<file path="config.mk">
export PLATFORM = sky130hd
export DESIGN_NAME = mem_arbiter_flat
export DESIGN_NICKNAME = d
export VERILOG_FILES = /design/src/rtl/mem_arb_pkg.sv /design/src/rtl/mem_arbiter_if.sv /design/src/rtl/mem_arbiter_prio_age.sv /design/src/rtl/mem_arbiter.sv /design/src/flat_wrapper.sv
export SDC_FILE = /design/constraint.sdc
export NUM_CORES = 1
export LEC_CHECK = 0
export ABC_AREA = 1
export CAP_MARGIN = 40
export CELL_PAD_IN_SITES_DETAIL_PLACEMENT = 1
export CELL_PAD_IN_SITES_GLOBAL_PLACEMENT = 2
export CORE_ASPECT_RATIO = 1.75
export CORE_MARGIN = 5
export CORE_UTILIZATION = 24
export DETAILED_ROUTE_END_ITERATION = 8
export PLACE_DENSITY = 0.84
export SKIP_LAST_GASP = 1
export SLEW_MARGIN = 0
export SYNTH_ARGS = -nofsm -noshare
export SYNTH_HDL_FRONTEND = slang
export SYNTH_SLANG_ARGS = --single-unit
</file>
<file path="constraint.sdc">
create_clock -name clk -period 3.7 [get_ports clk]
set_input_delay 0.74 -clock clk [delete_from_list [all_inputs] [get_ports clk]]
set_output_delay 0.74 -clock clk [all_outputs]
set_load 0.1 [all_outputs]
</file>
<file path="src/rtl/mem_arb_pkg.sv">
// Shared definitions for the three-port memory arbiter: state encoding,
// port indices and request-bus packing width.
package mem_arb_pkg;

    localparam int PORT_DATA  = 0;
    localparam int PORT_FETCH = 1;
    localparam int PORT_DMA   = 2;
    localparam int NPORTS     = PORT_DMA + 1;
    localparam int BUS_W      = 16;
    localparam int AGE_W      = 4;

    typedef enum logic [1:0] {
        ST_IDLE  = 2'd0,
        ST_ISSUE = 2'd1,
        ST_WAIT  = 2'd2,
        ST_DONE  = 2'd3
    } arb_state_e;

endpackage

</file>
<file path="src/rtl/mem_arbiter_if.sv">
// Requester and memory-controller signals of the arbiter; slave is the
// arbiter's view, master is the view of whatever drives requests and memory.
interface mem_arbiter_if;
    import mem_arb_pkg::*;

    logic [NPORTS-1:0]       req_valid;
    logic [NPORTS-1:0]       req_we;
    logic [NPORTS-1:0]       req_instr;
    logic [NPORTS*BUS_W-1:0] req_addr;
    logic [NPORTS*BUS_W-1:0] req_wdata;
    logic [NPORTS-1:0]       req_grant;
    logic [NPORTS-1:0]       resp_valid;
    logic                    resp_err;
    logic [BUS_W-1:0]        resp_data;

    logic                    mem_read;
    logic                    mem_write;
    logic [BUS_W-1:0]        mem_addr;
    logic [BUS_W-1:0]        mem_wdata;
    logic                    mem_instr_access;
    logic                    mem_read_done;
    logic                    mem_busy;
    logic                    mem_ready;
    logic [BUS_W-1:0]        mem_rdata;

    modport slave (
        input  req_valid, req_we, req_instr, req_addr, req_wdata,
        input  mem_busy, mem_ready, mem_rdata,
        output req_grant, resp_valid, resp_err, resp_data,
        output mem_read, mem_write, mem_addr, mem_wdata, mem_instr_access, mem_read_done
    );

    modport master (
        output req_valid, req_we, req_instr, req_addr, req_wdata,
        output mem_busy, mem_ready, mem_rdata,
        input  req_grant, resp_valid, resp_err, resp_data,
        input  mem_read, mem_write, mem_addr, mem_wdata, mem_instr_access, mem_read_done
    );

endinterface

</file>
<file path="src/rtl/mem_arbiter_prio_age.sv">
// Fixed-priority winner select with per-port starve counters; a port that has
// lost STARVE_LIMIT arbitrations in a row jumps ahead of the fixed order.
module arb_prio_age
    import mem_arb_pkg::*;
#(
    parameter int STARVE_LIMIT = 8
) (
    input  logic              clk,
    input  logic              rst,
    input  logic [NPORTS-1:0] req_valid,
    input  logic              arb_en,
    output logic [NPORTS-1:0] winner
);

    logic [NPORTS-1:0][AGE_W-1:0] age_q, age_d;
    logic [NPORTS-1:0]            starved;
    logic                         found;

    always_comb begin
        starved = '0;
        winner  = '0;
        found   = 1'b0;
        for (int i = 0; i < NPORTS; i++) begin
            starved[i] = req_valid[i] && (int'(age_q[i]) >= STARVE_LIMIT);
        end
        for (int i = 0; i < NPORTS; i++) begin
            if (!found && starved[i]) begin
                winner[i] = 1'b1;
                found     = 1'b1;
            end
        end
        for (int i = 0; i < NPORTS; i++) begin
            if (!found && req_valid[i]) begin
                winner[i] = 1'b1;
                found     = 1'b1;
            end
        end
    end

    // A withdrawn request forfeits its accumulated age immediately.
    always_comb begin
        age_d = age_q;
        for (int i = 0; i < NPORTS; i++) begin
            if (!req_valid[i]) begin
                age_d[i] = '0;
            end else if (arb_en) begin
                if (winner[i])
                    age_d[i] = '0;
                else if (age_q[i] != '1)
                    age_d[i] = age_q[i] + AGE_W'(1);
            end
        end
    end

    always_ff @(posedge clk) begin
        if (rst)
            age_q <= '0;
        else
            age_q <= age_d;
    end

endmodule

</file>
<file path="src/rtl/mem_arbiter.sv">
// Request/grant/response sequencer sharing one memory port between CPU data,
// instruction fetch and DMA requesters.
//
// state    | meaning
// IDLE     | arbitrate; grant and latch the winner when memory is not busy
// ISSUE    | one-cycle mem_read / mem_write strobe
// WAIT     | wait for mem_ready, abort after TIMEOUT cycles
// DONE     | one-cycle resp_valid to the granted port
module mem_arbiter
    import mem_arb_pkg::*;
#(
    parameter int STARVE_LIMIT = 8,
    parameter int TIMEOUT      = 255
) (
    input  logic          clk,
    input  logic          rst,
    mem_arbiter_if.slave  bus
);

    localparam int TMO_W = $clog2(TIMEOUT + 1);

    arb_state_e          state_q, state_d;
    logic [NPORTS-1:0]   port_q, port_d;
    logic                we_q, we_d;
    logic                instr_q, instr_d;
    logic [BUS_W-1:0]    addr_q, addr_d;
    logic [BUS_W-1:0]    wdata_q, wdata_d;
    logic                rd_q, rd_d;
    logic                wr_q, wr_d;
    logic [TMO_W-1:0]    tmo_q, tmo_d;
    logic [BUS_W-1:0]    rdata_q, rdata_d;
    logic [NPORTS-1:0]   resp_valid_q, resp_valid_d;
    logic                resp_err_q, resp_err_d;
    logic                read_done_q, read_done_d;

    logic [NPORTS-1:0]   winner;
    logic [NPORTS-1:0]   grant;
    logic                arb_en;
    logic                sel_we, sel_instr;
    logic [BUS_W-1:0]    sel_addr, sel_wdata;

    arb_prio_age #(.STARVE_LIMIT(STARVE_LIMIT)) u_prio (
        .clk       (clk),
        .rst       (rst),
        .req_valid (bus.req_valid),
        .arb_en    (arb_en),
        .winner    (winner)
    );

    always_comb begin
        sel_we    = 1'b0;
        sel_instr = 1'b0;
        sel_addr  = '0;
        sel_wdata = '0;
        for (int i = 0; i < NPORTS; i++) begin
            if (winner[i]) begin
                sel_we    = bus.req_we[i];
                sel_instr = bus.req_instr[i];
                sel_addr  = bus.req_addr[i*BUS_W +: BUS_W];
                sel_wdata = bus.req_wdata[i*BUS_W +: BUS_W];
            end
        end
    end

    always_comb begin
        state_d      = state_q;
        port_d       = port_q;
        we_d         = we_q;
        instr_d      = instr_q;
        addr_d       = addr_q;
        wdata_d      = wdata_q;
        tmo_d        = tmo_q;
        rdata_d      = rdata_q;
        rd_d         = 1'b0;
        wr_d         = 1'b0;
        resp_valid_d = '0;
        resp_err_d   = 1'b0;
        read_done_d  = 1'b0;
        arb_en       = 1'b0;
        grant        = '0;
        unique case (state_q)
            ST_IDLE: begin
                // Gating with rst keeps a grant from leaking out of a reset cycle.
                if ((|bus.req_valid) && !bus.mem_busy && !rst) begin
                    arb_en  = 1'b1;
                    grant   = winner;
                    port_d  = winner;
                    we_d    = sel_we;
                    instr_d = sel_instr;
                    addr_d  = sel_addr;
                    wdata_d = sel_wdata;
                    rd_d    = !sel_we;
                    wr_d    = sel_we;
                    state_d = ST_ISSUE;
                end
            end
            ST_ISSUE: begin
                tmo_d   = '0;
                state_d = ST_WAIT;
            end
            ST_WAIT: begin
                if (bus.mem_ready) begin
                    if (!we_q)
                        rdata_d = bus.mem_rdata;
                    resp_valid_d = port_q;
                    read_done_d  = !we_q;
                    state_d      = ST_DONE;
                end else if (tmo_q == TMO_W'(TIMEOUT - 1)) begin
                    resp_valid_d = port_q;
                    resp_err_d   = 1'b1;
                    state_d      = ST_DONE;
                end else begin
                    tmo_d = tmo_q + TMO_W'(1);
                end
            end
            ST_DONE: begin
                state_d = ST_IDLE;
            end
            default: state_d = ST_IDLE;
        endcase
    end

    always_ff @(posedge clk) begin
        if (rst) begin
            state_q      <= ST_IDLE;
            port_q       <= '0;
            we_q         <= 1'b0;
            instr_q      <= 1'b0;
            addr_q       <= '0;
            wdata_q      <= '0;
            rd_q         <= 1'b0;
            wr_q         <= 1'b0;
            tmo_q        <= '0;
            rdata_q      <= '0;
            resp_valid_q <= '0;
            resp_err_q   <= 1'b0;
            read_done_q  <= 1'b0;
        end else begin
            state_q      <= state_d;
            port_q       <= port_d;
            we_q         <= we_d;
            instr_q      <= instr_d;
            addr_q       <= addr_d;
            wdata_q      <= wdata_d;
            rd_q         <= rd_d;
            wr_q         <= wr_d;
            tmo_q        <= tmo_d;
            rdata_q      <= rdata_d;
            resp_valid_q <= resp_valid_d;
            resp_err_q   <= resp_err_d;
            read_done_q  <= read_done_d;
        end
    end

    assign bus.req_grant        = grant;
    assign bus.resp_valid       = resp_valid_q;
    assign bus.resp_err         = resp_err_q;
    assign bus.resp_data        = rdata_q;
    assign bus.mem_read         = rd_q;
    assign bus.mem_write        = wr_q;
    assign bus.mem_addr         = addr_q;
    assign bus.mem_wdata        = wdata_q;
    assign bus.mem_instr_access = instr_q;
    assign bus.mem_read_done    = read_done_q;

endmodule

</file>
<file path="src/flat_wrapper.sv">
// flat-port wrapper written by rule: the top's interface ports become plain ports
module mem_arbiter_flat import mem_arb_pkg::*;
#(
    parameter int STARVE_LIMIT = 8,
    parameter int TIMEOUT      = 255
)
  (clk, rst, bus_req_valid, bus_req_we, bus_req_instr, bus_req_addr, bus_req_wdata, bus_mem_busy, bus_mem_ready, bus_mem_rdata, bus_req_grant, bus_resp_valid, bus_resp_err, bus_resp_data, bus_mem_read, bus_mem_write, bus_mem_addr, bus_mem_wdata, bus_mem_instr_access, bus_mem_read_done);
  mem_arbiter_if bus_i ();
  input  logic clk;
  input  logic rst;
  input wire logic [$bits(bus_i.req_valid)-1:0] bus_req_valid;
  input wire logic [$bits(bus_i.req_we)-1:0] bus_req_we;
  input wire logic [$bits(bus_i.req_instr)-1:0] bus_req_instr;
  input wire logic [$bits(bus_i.req_addr)-1:0] bus_req_addr;
  input wire logic [$bits(bus_i.req_wdata)-1:0] bus_req_wdata;
  input wire logic [$bits(bus_i.mem_busy)-1:0] bus_mem_busy;
  input wire logic [$bits(bus_i.mem_ready)-1:0] bus_mem_ready;
  input wire logic [$bits(bus_i.mem_rdata)-1:0] bus_mem_rdata;
  output wire logic [$bits(bus_i.req_grant)-1:0] bus_req_grant;
  output wire logic [$bits(bus_i.resp_valid)-1:0] bus_resp_valid;
  output wire logic [$bits(bus_i.resp_err)-1:0] bus_resp_err;
  output wire logic [$bits(bus_i.resp_data)-1:0] bus_resp_data;
  output wire logic [$bits(bus_i.mem_read)-1:0] bus_mem_read;
  output wire logic [$bits(bus_i.mem_write)-1:0] bus_mem_write;
  output wire logic [$bits(bus_i.mem_addr)-1:0] bus_mem_addr;
  output wire logic [$bits(bus_i.mem_wdata)-1:0] bus_mem_wdata;
  output wire logic [$bits(bus_i.mem_instr_access)-1:0] bus_mem_instr_access;
  output wire logic [$bits(bus_i.mem_read_done)-1:0] bus_mem_read_done;
  assign bus_i.req_valid = bus_req_valid;
  assign bus_i.req_we = bus_req_we;
  assign bus_i.req_instr = bus_req_instr;
  assign bus_i.req_addr = bus_req_addr;
  assign bus_i.req_wdata = bus_req_wdata;
  assign bus_i.mem_busy = bus_mem_busy;
  assign bus_i.mem_ready = bus_mem_ready;
  assign bus_i.mem_rdata = bus_mem_rdata;
  assign bus_req_grant = bus_i.req_grant;
  assign bus_resp_valid = bus_i.resp_valid;
  assign bus_resp_err = bus_i.resp_err;
  assign bus_resp_data = bus_i.resp_data;
  assign bus_mem_read = bus_i.mem_read;
  assign bus_mem_write = bus_i.mem_write;
  assign bus_mem_addr = bus_i.mem_addr;
  assign bus_mem_wdata = bus_i.mem_wdata;
  assign bus_mem_instr_access = bus_i.mem_instr_access;
  assign bus_mem_read_done = bus_i.mem_read_done;
  mem_arbiter #(.STARVE_LIMIT(STARVE_LIMIT), .TIMEOUT(TIMEOUT)) u_core (.clk(clk), .rst(rst), .bus(bus_i));
endmodule
</file>
* After elaboration in Yosys (flattened, before gate mapping)
Cells that the tools add are included.
Widths: inputs -> output; s select.
** Cells by class
- Div/mod/pow operators :: 0
- Order comparisons :: 3
- Multiplexer cells :: 42
- Add/subtract/negate cells :: 4
- Multipliers :: 0
- Bitwise operators :: 8
- Shift operators :: 0
- Equality and inequality tests :: 11
- Reduce and logical (&&, ||, !) cells :: 39
** Operator list (number)
- $mux 16 :: 6
- $mux 4 :: 6
- $mux 1 :: 19
- $mux 8 :: 2
- $pmux 8 s2 :: 1
- $add 4x1->4 const B :: 3
- $ge 4x4->1 const B :: 3
- $mux 3 :: 4
- $ne 4x4->1 const B :: 3
- $reduce_or 3->1 :: 4
- $logic_and 1x1->1 :: 10
- $reduce_and 2->1 :: 5
- $logic_not 1->1 :: 9
- $add 8x1->8 const B :: 1
- $eq 8x8->1 const B :: 1
- $not 1->1 :: 8
- $pmux 2 s4 :: 1
- $reduce_bool 2->1 :: 4
- $reduce_or 2->1 :: 4
- $mux 2 :: 3
- $reduce_and 3->1 :: 2
- $eq 2x2->1 const B :: 2
- $ne 2x2->1 const B :: 2
- $ne 3x2->1 const B :: 1
- other kinds (3) :: 3
** Storage, ports and cells
- Input bits :: 125
- Bits in latches :: 0
- Memories :: 0
- Memory bits (writable) :: 0
- Register bits :: 82
- Bits in read-only memories :: 0

* Logic depth before layout (Yosys ltp)
- Depth in word-level cells :: 20
- Depth in mapped cells :: 11

* By module
A second synthesis with hierarchy kept.
** Unflattened totals
- Cell total of the unflattened synthesis :: 637
- Area, all modules :: 4261.6 sq um
** Modules (own cells, without submodules)
- mem_arbiter :: cells an instance 514, area an instance 3452.1 sq um, times used 1
- arb_prio_age :: cells an instance 123, area an instance 809.5 sq um, times used 1

* Worst setup path after synthesis
No wires, ideal clock.
- Path kind :: input to output
- Start point :: input port bus_req_valid[0]
- End point :: output port bus_req_grant[0]
- Path slack :: 0.918 ns
- Arrival time :: 2.042 ns
- Required time :: 2.960 ns
- Cell stages on the path :: 10
- Cell sequence :: buf_6 -> nand2_2 -> nand2_1 -> inv_2 -> nand2_1 -> nand2_4 -> nand2_1 -> inv_1 -> nand2_1 -> inv_1
** On the way
- Longest elaborated chain between the ends :: 13
- Elaborated cells on any way between the ends :: 16
- Classes of those cells :: mux (6); reduce/logical (10)
** RTL lines
- start: declaration :: RTL line flat_wrapper.sv:11 : input wire logic [$bits(bus_i.req_valid)-1:0] bus_req_valid;
- $logic_and 1x1->1 :: RTL line mem_arbiter_prio_age.sv:24 : starved[i] = req_valid[i] && (int'(age_q[i]) >= STARVE_LIMIT);
- $mux 1 :: RTL line mem_arbiter_prio_age.sv:27 : if (!found && starved[i]) begin
- $logic_not 1->1 :: RTL line mem_arbiter_prio_age.sv:27
- $logic_and 1x1->1 :: RTL line mem_arbiter_prio_age.sv:27
- $mux 1 :: RTL line mem_arbiter_prio_age.sv:27
- $logic_not 1->1 :: RTL line mem_arbiter_prio_age.sv:27
- $logic_and 1x1->1 :: RTL line mem_arbiter_prio_age.sv:27
- $mux 1 :: RTL line mem_arbiter_prio_age.sv:27
- $logic_not 1->1 :: RTL line mem_arbiter_prio_age.sv:33 : if (!found && req_valid[i]) begin
- $logic_and 1x1->1 :: RTL line mem_arbiter_prio_age.sv:33
- $mux 1 :: RTL line mem_arbiter_prio_age.sv:33
- $mux 3 (*) :: RTL line mem_arbiter.sv:84 : if ((|bus.req_valid) && !bus.mem_busy && !rst) begin
- $mux 3 (*) :: RTL line mem_arbiter.sv:81 : unique case (state_q)
- end: declaration :: RTL line flat_wrapper.sv:19 : output wire logic [$bits(bus_i.req_grant)-1:0] bus_req_grant;
Every way passes the cells marked *; elsewhere a longest branch is shown, timed or not.

* Worst setup path in the final report
- Start point :: input port bus_mem_busy
- End point :: output port bus_req_grant[0]
** On the way
- Longest elaborated chain between the ends :: 5
** RTL lines
- start: declaration :: RTL line flat_wrapper.sv:16 : input wire logic [$bits(bus_i.mem_busy)-1:0] bus_mem_busy;
- $logic_not 1->1 :: RTL line mem_arbiter.sv:84
- $logic_and 1x1->1 (2 in a row) :: RTL line mem_arbiter.sv:84
- $mux 3 :: RTL line mem_arbiter.sv:84
- $mux 3 :: RTL line mem_arbiter.sv:81
Every way passes these cells.

==> results.txt <==
Initial antenna violation count - 3
Status - finished clean
Arr. time, crit path - 2400 ps
Crit path max-delay cell type - clkdlybuf4s50_1
Dpl ws - 498 ps
Buf/Inv on CP - 4
Number of max-cap violations - 0
# setup viols final - 0
Reg2reg path depth - 7
Gr usage total - 0.171
Hold_buf cts - 0
DPL Wire Length - 14.0 mm
Clock root cell - clkbuf_16
Final WL - 18.3 mm
Routed Antenna Nets - 0
CP Capture Type - primary output
Slew Viols, Final - 0
Mapped cell area - 4450 µm²
Die area - 21500 µm²
Number of global-route vias before repair - 5557
Worst endpoint required time - 2960 ps
Grt total ovfl - 0
I/O pin cnt - 184
Crit Path Max Fanout - 18
Slew headroom - 0.509
CP Class - in -> out
Hold slack - 445 ps
Crit path launch - bus_mem_busy
Filler cell count in the final layout - 2134
Yosys reg bits - 82
Capture point of the worst reg-to-reg path - u_core.bus.resp_data[6]
Tcrit/Tclk final - 0.849
Area of the multi-input gates - 2440 µm²
DR vias/cell - 4.56
Startpoint types - input port
Max Fclk - 0.318 GHz
DRT iter0 DRCs - 149
Crit path to - bus_req_grant[0]
RSZ-0062 raised after global routing - no
Placed Cells - 1070
Yosys warning count - 0
Critical path's top delay family - buffers and inverters
LEAKAGE - 0.00326 µW
Core Region - 18400 µm²
Clock slew at the register clock pins of the worst setup and hold paths - 70 ps
Synth Net Count - 753
Fin crit period - 3140 ps
Netlist cell types - 35
Pwr per Cell Area - 462 nW/µm²
Via count - 4956
Die Y - 190 µm
1st-pass router iterations - 4
Largest net degree at the start of global routing - 49
Clk buf depth - 2
Nets - 978
# DRC - 0
Worst slew pin tran - 737 ps
Max stage delay on crit path - 410 ps
FF+latch area - 1640 µm²
TritonCTS clock tree - done
Worst skew pair latency - 340 ps
Setup TNS - 0 ps
# rows - 66
Cell depth of the worst setup path - 7
Setup ws final - 558 ps
Cell Area, Placed - 7670 µm²
Post-synthesis sequential area ratio - 0.369
Share of cells above drive strength 1 - 0.167
Final Instance Area - 8000 µm²
Layout Cells excl Fill - 1088
Initial core utilization - 0.241
Hold path startpoint - u_core.port_q[2]
Number of gates resized after CTS - 0
Post-DR wirelength/cell - 16.8 µm
Avg Cell Area, Syn - 7.20 µm²
Clk sinks - 82
Die Wd - 113 µm
HP Class - reg -> reg
GPL Wtd Cong - 0.781
CTS Buf Count - 9
Worst r2r src - u_core.state_q[0]
Fin. Hold Viols - 0
# H-tree levels - 3
R2R setup slack - 1560 ps
Peak supply drop - 268 µV
IO Port Bufs - 183
Worst-path cell chain - clkdlybuf4s50_1 -> nor2_1 -> nand3_4 -> inv_2 -> nand2_1 -> inv_1 -> buf_12
Area delta synth->final - 80.0%
Skew final - 11.7 ps
First-pass GRT wire length - 28.9 mm
Mapped Cells - 618
Post-CTS setup repair buffer count - 0
==> synth_stat cells (all sizes together) <==
cell    number  area share
a21boi      35       0.074
a21oi       53       0.079
and3         2      0.0028
buf         25       0.042
clkbuf       8      0.0068
dfxtp       82        0.37
ha          10       0.028
inv         38       0.033
nand2      171        0.15
nand2b       1      0.0014
nand3       85        0.10
nand4        3      0.0042
nor2        73       0.065
nor3         5      0.0093
o21a         1      0.0017
o21ai       21       0.024
or2          1      0.0014
xnor2        1      0.0020
xor2         3      0.0059
==> report_power, final <==
part	internal, µW	total, µW	switching (µW)
Combinational	666	1660	991
Sequential	974	1030	53.1
Clock	605	1010	407
==> layout by cell type (no fill, tap or decap), types with 2 or more instances in the layout <==
cell	count
buf_12	3
buf_4	8
a21boi_2	18
o21ai_1	3
a21boi_1	12
nand2_1	166
a21boi_0	5
clkdlybuf4s50_1	178
nor3_1	3
buf_2	2
clkbuf_16	9
buf_16	31
nand2_2	4
nand3_4	2
ha_1	10
o21ai_0	18
xor2_1	3
inv_6	4
a21oi_1	32
inv_2	7
nand3_1	83
nor2_1	72
dfxtp_1	82
and3_1	2
buf_8	25
nand4_1	3
inv_1	30
a21oi_2	20
diode_2	2
bufinv_16	2
==> metrics by stage <==
stage,util,power [µW]
3_3_place_gp,0.350,2340
5_1_grt,0.435,3870
2_1_floorplan,-,1940
4_1_cts,0.434,3760
3_5_place_dp,0.416,2720
6_report,0.435,3700
==> logic make-up (layout without fill, tap and decap cells) <==
kind of cell             Yosys count  in the layout  synth area share
buffers and inverters             71            301            0.0822
adder cells (fa/ha/maj)           10             10            0.0281
XOR/XNOR                           4              4           0.00788
AO/OA/AOI/OAI                    110            110             0.179
other                              0              2                 0
flip-flops                        82             82             0.369
AND/OR/NAND/NOR                  341            341             0.334
==> routing by layer <==
layer,part of all wire,track usage
met1,0.36,0.170
met2,0.56,0.332
met3,0.040,0.0315
met4,0.047,0.0870
met5,0.00071,0
==> state kept, by name, indices dropped and copies added, names as in the netlist <==
name                         flops
u_core.bus.mem_addr             16
u_core.bus.mem_instr_access      1
u_core.bus.mem_read              1
u_core.bus.mem_read_done         1
u_core.bus.mem_wdata            16
u_core.bus.mem_write             1
u_core.bus.resp_data            16
u_core.bus.resp_err              1
u_core.bus.resp_valid            3
u_core.port_q                    3
u_core.state_q                   2
u_core.tmo_q                     8
u_core.u_prio.age_q             12
u_core.we_q                      1
==> layout make-up <==
cell class	instances	area share
Multi-Input combinational cell	465	0.305
Clock inverter	7	0.0133
Tap cell	238	0.0372
Antenna cell	2	0.000625
Timing Repair Buffer	247	0.392
Inverter	38	0.0184
Clock buffer	9	0.0281
Sequential cell	82	0.205
==> worst min-delay path by stage <==
stage | end | slack [ps] | cells past startpoint
floorplan | u_core.bus.resp_valid[0] | 420 | 2
global placement | u_core.bus.resp_valid[2] | 430 | 2
detailed placement | u_core.bus.resp_valid[2] | 440 | 2
CTS | u_core.bus.resp_valid[2] | 450 | 2
global route | u_core.bus.resp_valid[2] | 470 | 2
finish | u_core.bus.resp_valid[2] | 450 | 2
==> tightest hold or removal path: stages, from the launching register on <==
cell     delay, ps
dfxtp_1        310
nand2_1         60
nor2_1          30
(Power assumes the default switching activity.)
